--- src/rtl/memory1_stage_pkg.sv ---
// Shared types for the memory1 stage: pipeline payloads, forwarding request, dcache bundle.
package memory1_stage_pkg;

    localparam int unsigned AddrW = 32;
    localparam int unsigned DataW = 32;
    localparam int unsigned StrbW = DataW / 8;

    // Address-misaligned exception code
    localparam logic [5:0] ALE = 6'h09;

    typedef enum logic [1:0] {
        BYTE      = 2'd0,
        HALF_WORD = 2'd1,
        WORD      = 2'd2
    } byte_type_t;

    typedef enum logic {
        StIdle,
        StSent
    } req_state_e;

    typedef struct packed {
        logic        is_flush;
        logic        is_mem;
        logic        we;
        byte_type_t  byte_type;
        logic        is_signed;
        logic [31:0] ex_out;
        logic [31:0] st_data;
        logic [31:0] pc;
        logic [31:0] inst;
        logic [4:0]  rd;
        logic        is_wr_rd;
        logic        is_wr_rd_pc_plus4;
        logic [31:0] pc_plus4;
        logic        is_wr_csr;
        logic [13:0] csr_addr;
    } execute_memory1_pass_t;

    typedef struct packed {
        logic        is_flush;
        byte_type_t  byte_type;
        logic        is_signed;
        logic        is_mem;
        logic [1:0]  byte_en;
        logic [31:0] ex_out;
        logic [31:0] pc;
        logic [31:0] inst;
        logic [4:0]  rd;
        logic        is_wr_rd;
        logic        is_wr_rd_pc_plus4;
        logic [31:0] pc_plus4;
        logic        is_wr_csr;
        logic [13:0] csr_addr;
        logic        exc_valid;
        logic [5:0]  ecode;
        logic [31:0] badv;
    } memory1_memory2_pass_t;

    typedef struct packed {
        logic        valid;
        logic [4:0]  idx;
        logic [31:0] data;
    } forward_req_t;

    typedef struct packed {
        logic             valid;
        logic             we;
        logic [AddrW-1:0] addr;
        logic [StrbW-1:0] wstrb;
        logic [DataW-1:0] wdata;
    } dcache_req_t;

endpackage

--- src/rtl/memory1_stage_if.sv ---
// Dcache request channel: valid/ready handshake carrying address, strobes and store data.
interface memory1_stage_if #(
    parameter int unsigned ADDR_W = 32,
    parameter int unsigned DATA_W = 32
) ();
    logic                  valid;
    logic                  ready;
    logic                  we;
    logic [ADDR_W-1:0]     addr;
    logic [DATA_W/8-1:0]   wstrb;
    logic [DATA_W-1:0]     wdata;

    modport master (output valid, output we, output addr, output wstrb, output wdata, input ready);
    modport slave  (input valid, input we, input addr, input wstrb, input wdata, output ready);
endinterface

--- src/rtl/memory1_stage_store_align.sv ---
// Byte-lane alignment for dcache stores: strobes, lane-replicated data and alignment check.
module memory1_stage_store_align
    import memory1_stage_pkg::*;
#(
    parameter int unsigned DATA_W = 32
) (
    input  byte_type_t            byte_type_i,
    input  logic [1:0]            addr_lo_i,
    input  logic [DATA_W-1:0]     st_data_i,
    output logic [DATA_W/8-1:0]   wstrb_o,
    output logic [DATA_W-1:0]     wdata_o,
    output logic                  aligned_o
);
    localparam int unsigned SW = DATA_W / 8;

    always_comb begin
        wstrb_o   = '0;
        wdata_o   = st_data_i;
        aligned_o = 1'b1;
        case (byte_type_i)
            BYTE: begin
                wstrb_o = SW'(1) << addr_lo_i;
                wdata_o = {(DATA_W / 8){st_data_i[7:0]}};
            end
            HALF_WORD: begin
                wstrb_o   = SW'(3) << {addr_lo_i[1], 1'b0};
                wdata_o   = {(DATA_W / 16){st_data_i[15:0]}};
                aligned_o = ~addr_lo_i[0];
            end
            WORD: begin
                wstrb_o   = '1;
                aligned_o = (addr_lo_i == 2'b00);
            end
            default: ;
        endcase
    end
endmodule

--- src/rtl/memory1_stage.sv ---
// First memory pipeline stage: registers the execute payload, issues one dcache request per
// memory instruction, flags misaligned accesses and drives forwarding / load-use signals.
module memory1_stage
    import memory1_stage_pkg::*;
#(
    parameter int unsigned ADDR_W = 32,
    parameter int unsigned DATA_W = 32
) (
    input  logic                  clk,
    input  logic                  rst_n,
    input  logic                  is_stall_i,
    input  logic                  is_flush_i,
    input  execute_memory1_pass_t pass_in_i,
    output memory1_memory2_pass_t pass_out_o,
    output forward_req_t          fwd_req_o,
    output logic                  load_pending_o,
    output logic [4:0]            load_rd_o,
    memory1_stage_if.master       dcache_io,
    output logic                  dcache_req_stall_o
);
    execute_memory1_pass_t pass_q;
    req_state_e            state_q, state_d;
    logic                  mem1_flush, aligned, misaligned, req_valid;
    logic [DATA_W/8-1:0]   strb;
    logic [DATA_W-1:0]     wdata;

    always_ff @(posedge clk or negedge rst_n) begin
        if (!rst_n) begin
            pass_q          <= '0;
            pass_q.is_flush <= 1'b1;
        end else if (!is_stall_i) begin
            pass_q <= pass_in_i;
        end
    end

    memory1_stage_store_align #(
        .DATA_W(DATA_W)
    ) u_store_align (
        .byte_type_i(pass_q.byte_type),
        .addr_lo_i  (pass_q.ex_out[1:0]),
        .st_data_i  (pass_q.st_data[DATA_W-1:0]),
        .wstrb_o    (strb),
        .wdata_o    (wdata),
        .aligned_o  (aligned)
    );

    assign mem1_flush = is_flush_i | pass_q.is_flush;
    assign misaligned = pass_q.is_mem & ~aligned;

    always_ff @(posedge clk or negedge rst_n) begin
        if (!rst_n) state_q <= StIdle;
        else        state_q <= state_d;
    end

    // SENT remembers that the held instruction was already accepted, so a long stall
    // never re-issues it.
    always_comb begin
        state_d   = state_q;
        req_valid = 1'b0;
        unique case (state_q)
            StIdle: begin
                req_valid = pass_q.is_mem & ~mem1_flush & ~misaligned;
                if (req_valid & dcache_io.ready & is_stall_i) state_d = StSent;
            end
            StSent: begin
                if (~is_stall_i | is_flush_i) state_d = StIdle;
            end
        endcase
    end

    assign dcache_io.valid  = req_valid;
    assign dcache_io.we     = pass_q.we;
    assign dcache_io.addr   = pass_q.ex_out[ADDR_W-1:0];
    assign dcache_io.wstrb  = pass_q.we ? strb : '0;
    assign dcache_io.wdata  = wdata;
    assign dcache_req_stall_o = req_valid & ~dcache_io.ready;

    always_comb begin
        pass_out_o                   = '0;
        pass_out_o.is_flush          = mem1_flush | dcache_req_stall_o;
        pass_out_o.byte_type         = pass_q.byte_type;
        pass_out_o.is_signed         = pass_q.is_signed;
        pass_out_o.is_mem            = pass_q.is_mem;
        pass_out_o.byte_en           = pass_q.ex_out[1:0];
        pass_out_o.ex_out            = pass_q.ex_out;
        pass_out_o.pc                = pass_q.pc;
        pass_out_o.inst              = pass_q.inst;
        pass_out_o.rd                = pass_q.rd;
        pass_out_o.is_wr_rd          = pass_q.is_wr_rd;
        pass_out_o.is_wr_rd_pc_plus4 = pass_q.is_wr_rd_pc_plus4;
        pass_out_o.pc_plus4          = pass_q.pc_plus4;
        pass_out_o.is_wr_csr         = pass_q.is_wr_csr;
        pass_out_o.csr_addr          = pass_q.csr_addr;
        pass_out_o.exc_valid         = misaligned;
        pass_out_o.ecode             = misaligned ? ALE : 6'd0;
        pass_out_o.badv              = misaligned ? pass_q.ex_out : 32'd0;
    end

    always_comb begin
        fwd_req_o.valid = pass_q.is_wr_rd & ~pass_q.is_mem & ~mem1_flush;
        fwd_req_o.idx   = pass_q.rd;
        fwd_req_o.data  = pass_q.is_wr_rd_pc_plus4 ? pass_q.pc_plus4 : pass_q.ex_out;
    end

    assign load_pending_o = pass_q.is_mem & ~pass_q.we & pass_q.is_wr_rd & ~mem1_flush;
    assign load_rd_o      = pass_q.rd;
endmodule

--- src/flat_wrapper.sv ---
// flat-port wrapper written by rule: the top's interface ports become plain ports
module memory1_stage_flat import memory1_stage_pkg::*;
#(
    parameter int unsigned ADDR_W = 32,
    parameter int unsigned DATA_W = 32
)
  (clk, rst_n, is_stall_i, is_flush_i, pass_in_i, pass_out_o, fwd_req_o, load_pending_o, load_rd_o, dcache_req_stall_o, dcache_io_valid, dcache_io_we, dcache_io_addr, dcache_io_wstrb, dcache_io_wdata, dcache_io_ready);
  memory1_stage_if #(.ADDR_W(ADDR_W), .DATA_W(DATA_W)) dcache_io_i ();
  input  logic clk;
  input  logic rst_n;
  input  logic is_stall_i;
  input  logic is_flush_i;
  input  execute_memory1_pass_t pass_in_i;
  output memory1_memory2_pass_t pass_out_o;
  output forward_req_t fwd_req_o;
  output logic load_pending_o;
  output logic [4:0] load_rd_o;
  output logic dcache_req_stall_o;
  output wire logic [$bits(dcache_io_i.valid)-1:0] dcache_io_valid;
  output wire logic [$bits(dcache_io_i.we)-1:0] dcache_io_we;
  output wire logic [$bits(dcache_io_i.addr)-1:0] dcache_io_addr;
  output wire logic [$bits(dcache_io_i.wstrb)-1:0] dcache_io_wstrb;
  output wire logic [$bits(dcache_io_i.wdata)-1:0] dcache_io_wdata;
  input wire logic [$bits(dcache_io_i.ready)-1:0] dcache_io_ready;
  assign dcache_io_valid = dcache_io_i.valid;
  assign dcache_io_we = dcache_io_i.we;
  assign dcache_io_addr = dcache_io_i.addr;
  assign dcache_io_wstrb = dcache_io_i.wstrb;
  assign dcache_io_wdata = dcache_io_i.wdata;
  assign dcache_io_i.ready = dcache_io_ready;
  memory1_stage #(.ADDR_W(ADDR_W), .DATA_W(DATA_W)) u_core (.clk(clk), .rst_n(rst_n), .is_stall_i(is_stall_i), .is_flush_i(is_flush_i), .pass_in_i(pass_in_i), .pass_out_o(pass_out_o), .fwd_req_o(fwd_req_o), .load_pending_o(load_pending_o), .load_rd_o(load_rd_o), .dcache_io(dcache_io_i), .dcache_req_stall_o(dcache_req_stall_o));
endmodule
--- config.mk ---
export PLATFORM = sky130hd
export DESIGN_NAME = memory1_stage_flat
export DESIGN_NICKNAME = d
export VERILOG_FILES = /design/src/rtl/memory1_stage_pkg.sv /design/src/rtl/memory1_stage_if.sv /design/src/rtl/memory1_stage_store_align.sv /design/src/rtl/memory1_stage.sv /design/src/flat_wrapper.sv
export SDC_FILE = /design/constraint.sdc
export NUM_CORES = 1
export LEC_CHECK = 0
export CAP_MARGIN = 20
export CORE_AREA = 3 3 196 198
export DETAILED_ROUTE_END_ITERATION = 12
export DIE_AREA = 0 0 199 201
export SYNTH_ARGS = -nofsm -noshare
export SYNTH_HDL_FRONTEND = slang
export SYNTH_SLANG_ARGS = --single-unit
--- constraint.sdc ---
create_clock -name clk -period 2.65 [get_ports clk]
set_clock_uncertainty 0.2 [all_clocks]
set_input_delay 0.53 -clock clk [delete_from_list [all_inputs] [get_ports clk]]
set_output_delay 0.53 -clock clk [all_outputs]
set_load 0.02 [all_outputs]
### Word level (Yosys, flattened, before mapping)

Cells that the tools add are included.

* output and inout port bits: 311
* register bits after elaboration: 189
* word-level logic and storage cells: 56
* input bits: 193

* muxes and demuxes: 11
* equality and inequality tests: 2
* reductions and logical operators: 2
* shifts and indexed selects: 2
* bitwise logic cells: 23

Operator list (number)
* 32-bit 2-to-1 mux: 2
* 32-bit one-hot mux with 2 select lines: 1
* 4-bit one-hot mux with 3 select lines: 1
* 1-bit bitwise AND: 11
* 1-bit NOT: 9
* 4-bit 2-to-1 mux: 2
* 2-bit logical NOT: 2
* 1-bit one-hot mux with 2 select lines: 2
* 1-bit by 2-bit left shift with 4-bit output, first input constant: 1
* 2-bit by 2-bit left shift with 4-bit output, first input constant: 1
* 1-bit 2-to-1 mux: 3
* 1-bit OR: 3
* 2-bit by 1-bit == test with 1-bit output, second input constant: 1
* 2-bit == test, second input constant: 1

### Longest topological paths before layout

Gate-level depths: netlist of run 1.

* depth in word-level cells: 10
* gate-level depth with buffers: 7
* gate-level depth less buffers: 5

### Hierarchy

A second synthesis of run 1 with hierarchy kept.

* cell total of the unflattened synthesis: 794
* area total of the unflattened synthesis: 9953.3 µm²

By module, submodules not included
* memory1_stage: cells an instance 690, times used 1, area an instance 9266.4 µm²
* memory1_stage_store_align: cells an instance 104, times used 1, area an instance 686.9 µm²

### Worst setup path after synthesis of run 1

Ideal clock, no wire load.

* path type: register to output
* from: register u_core.pass_q, in the netlist u_core.pass_out_o[194]
* to: output port pass_out_o[195] (netlist bit)
* setup slack: 0.156 ns
* stages on the path, launching flop included: 6
* arrival time: 1.764 ns
* data required time: 1.920 ns
* cell sequence: dfrtp_1 > inv_1 > ha_1 > nor2b_1 > nor3_4 > o41ai_1

RTL lines
* start: declaration: RTL line memory1_stage.sv:21 `execute_memory1_pass_t pass_q;`
* start signal: assignment: RTL line memory1_stage.sv:32 `pass_q <= pass_in_i;`
* end: declaration: RTL line flat_wrapper.sv:14 `output memory1_memory2_pass_t pass_out_o;`

==> results of run 1 <==
## final timing paths
| check | to | depth (start not counted) |
|---|---|---|
| worst max register to register | u_core.state_q | 8 |
| max in group asynchronous | u_core.pass_out_o[94] | 3 |
| worst min register to register | u_core.pass_out_o[122] | 1 |
| worst min-delay path | u_core.pass_out_o[122] | 1 |
| min in group asynchronous | u_core.pass_out_o[141] | 2 |
| worst max-delay path | pass_out_o[20] | 8 |
## placed cells by master, fill, tap and decap left out, drive strengths merged
| cell type | count |
|---|---|
| dlygate4sd3 | 1 |
| bufinv | 3 |
| buf | 107 |
| o41ai | 1 |
| nand2b | 2 |
| a22o | 8 |
| inv | 10 |
| dfstp | 1 |
| clkinvlp | 5 |
| and2 | 30 |
| nor2 | 2 |
| clkdlybuf4s50 | 397 |
| o21ai | 5 |
| diode | 2 |
| dfrtp | 188 |
| o31ai | 1 |
| a21oi | 3 |
| bufbuf | 1 |
| a22oi | 8 |
| nand3b | 2 |
| nand2 | 19 |
| conb | 4 |
| clkbuf | 25 |
| dlygate4sd2 | 34 |
| and3 | 2 |
| mux2 | 227 |
| nor3b | 2 |
| nor4 | 1 |
| nor2b | 4 |
| nor3 | 3 |
| clkinv | 2 |
| ha | 4 |
## per-stage QoR
| stage | setup WS (ns) | cells | hold WS [ns] | TNS [ns] | area, µm² |
|---|---|---|---|---|---|
| after global placement | -0.209 | 1523 | 0.285 | -6.75 | 13900 |
| after floorplan | 0.156 | 768 | 0.0344 | 0 | 9760 |
| final | -0.166 | 1572 | 0.305 | -5.52 | 14900 |
| after CTS | -0.203 | 1564 | 0.310 | -6.83 | 14700 |
| after detailed placement | -0.258 | 1523 | 0.291 | -7.97 | 13900 |
| after global routing | -0.270 | 1571 | 0.320 | -10.58 | 14900 |
## state kept, by name, indices dropped and copies added, names as in the netlist
name	flops
u_core.dcache_io.addr	32
u_core.dcache_io.we	1
u_core.load_rd_o	5
u_core.pass_out_o	117
u_core.pass_q	33
u_core.state_q	1
## power groups by stage
stage	registers, mW	logic, mW	clock network [mW]
finish	3.42	3.12	2.72
floorplan	3.38	1.83	0
global placement	3.47	2.97	0
global route	3.47	3.30	2.95
detailed placement	3.48	2.99	0
CTS	3.43	3.06	2.84
## routing by layer
layer	vias to the layer above	share of wire [%]	GRT usage, %
met3	39	8.3	4.98
met2	310	52	26.3
met1	3298	38	16.7
li1	3017	-	-
met4	0	2.4	5.47
met5	-	0	0
## final cells by class
type,count,area (µm²),share of cell area (%)
Clock buffer,17,425,2.85
Inverter,5,18.8,0.126
Timing Repair Buffer,548,5570,37.3
Tap cell,468,586,3.92
Multi-Input combinational cell,328,3410,22.8
Antenna cell,2,5.00,0.0335
Sequential cell,189,4730,31.7
Clock inverter,15,184,1.23
## cells by family (layout without fill, tap and decap cells)
family,after synthesis,count (layout)
buffers and inverters,251,585
muxes,227,227
DFF,189,189
and+or+nand+nor,67,67
AOI/OAI and AO/OA,26,26
adders and majority gates,4,4
other,1,6
## critical path: stages, from the launching register on
cell and delay [ns]:
dfrtp_1 0.41, buf_6 0.13, ha_4 0.15, nor3b_4 0.15, nor3_4 0.20, buf_6 0.18, buf_12 0.15, and2_4 0.15
buf_6 0.11
## repair_timing
action / 4_1_cts / 5_1_grt
pin swaps: 2 / 9
cloned: 3 / 1
resized for setup: 402 / 76
buffers inserted: 5 / 6
endpoints found under the setup margin: 98 / 66
hold endpoints to repair: 50 / 0
hold buffers: 1 / 0
==> results.toml, run 1 <==
[synth]
yosysSeqAreaShare_pct = 48.5
synth_top_area_share_pct = 48.3
synth-xor-area-share_pct = 0
synth_edf_count = 0
synthSimpleGateAreaFrac_pct = 3.97
ys_ff_latch = 189
ys_top_cells_by_area = "dfrtp_1 (48%), mux2_2 (26%), buf_4 (17%)"
muxShareOfSynthArea_pct = 26.2
netlist_instances = 765
synth_area_leader_cell = "dfrtp_1"
yosysWarnings = 0
synth_flop_cell = "dfrtp_1"
synth.cell_area_um2 = 9750
ys_types = 29
yosysMostFrequentCell = "mux2_2"
synthArstFlopShare_pct = 100
syn_area_per_cell_um2 = 12.7
synth_top_family_by_area = "multiplexers"
synth_fa_ha_area_share_pct = 0.513
synthTopCellsByCount = "mux2_2 (227), buf_4 (225), dfrtp_1 (188)"
synth_compound_area_share_pct = 1.91

[worst_setup_path]
reg2reg_from = "u_core.pass_out_o[194]"
reg2reg_slack_ns = 0.74
crit_start = "u_core.pass_out_o[194]"
startpoint_type = "flip-flop"
path_class = "flip-flop to output port"
critPathArrivalTime_ns = 2.09
worstPathRequired_ns = 1.92
crit_fanout = 8
cp-end-kind = "output port"

[pwr]
combPwrFrac_pct = 33.7
switching_share_pct = 31.4
pwr-share-seq_pct = 36.9
ir_drop_v = 0.000406
power.density_nw_per_um2 = 621
p_switching_mw = 2.91
p_int_mw = 6.36
clkPwrFrac_pct = 29.4
power.total_mw = 9.27
power.leakage_nw = 6.25

[sta]
rsz0062_at_grt = "true"
max_freq_ghz = 0.355
timing.final.ws_setup_ns = -0.166
period_share_pct = 106
slew_viol_final = 0
slew_headroom_pct = 63.4
worst_slew_pin_slew_ns = 0.549
finalSetupViolations = 48
hold_violations = 0
finalCriticalPeriod_ns = 2.82

[drt]
vias = 6664
detail_route.wl_per_cell_um = 19.5
first_iter_violations = 170
drt-pass1-iter-count = 4
final_antenna_net_count = 0
drc = 0
vias_per_cell = 4.24
finalWirelength_mm = 30.6

[clocking]
cts_buffer_depth = 2
cts_buffers = 17
clockRootBuffer = "clkbuf_16"
cts_tree = "built"
clkLatencyLatePin_ns = 0.44
cts.htree.levels = 4
clk_pin_slew_ns = 0.07
cts.sinks = 189

[floorplan]
dieArea_um2 = 40000
die_h_um = 201
row_count = 70
initial_utilization_pct = 26.6
io_pins = 504
core_area_um2 = 36700
die_w_um = 199

[global_routing]
overflow = 0
first_global_vias = 7083
grt_max_degree = 66
grtUsageTotal_pct = 14.9
antenna_found_initial = 1
grt_first_pass_wirelength_mm = 45.3

[placed_design]
port_buffers = 499
dpl.hpwl_mm = 22.8
routabilityCongestion = 0.766

[min_path]
min_path_type = "flip-flop to flip-flop"
hold_start = "u_core.pass_out_o[122]"

[cells_and_area]
utilization_pct = 40.7
nets = 1286
synthToLayoutAreaGrowth_pct = 53.1
drive_gt1_share_pct = 38.6
fillers = 3508

[status]
violations = "negative setup slack"
status = "finished with violations"

[run]
maxCapViolCount = 0
Note: power is estimated with default switching activity, not from simulation.
==> run 2: changes to the inputs <==
--- a/config.mk
+++ b/config.mk
@@ -9,6 +9,7 @@
 export CORE_AREA = 3 3 196 198
 export DETAILED_ROUTE_END_ITERATION = 12
 export DIE_AREA = 0 0 199 201
+export SLEW_MARGIN = 30
 export SYNTH_ARGS = -nofsm -noshare
 export SYNTH_HDL_FRONTEND = slang
 export SYNTH_SLANG_ARGS = --single-unit
==> results of run 2 <==
Same layout as run 1: the final DEF is identical, and so are final timing and power.
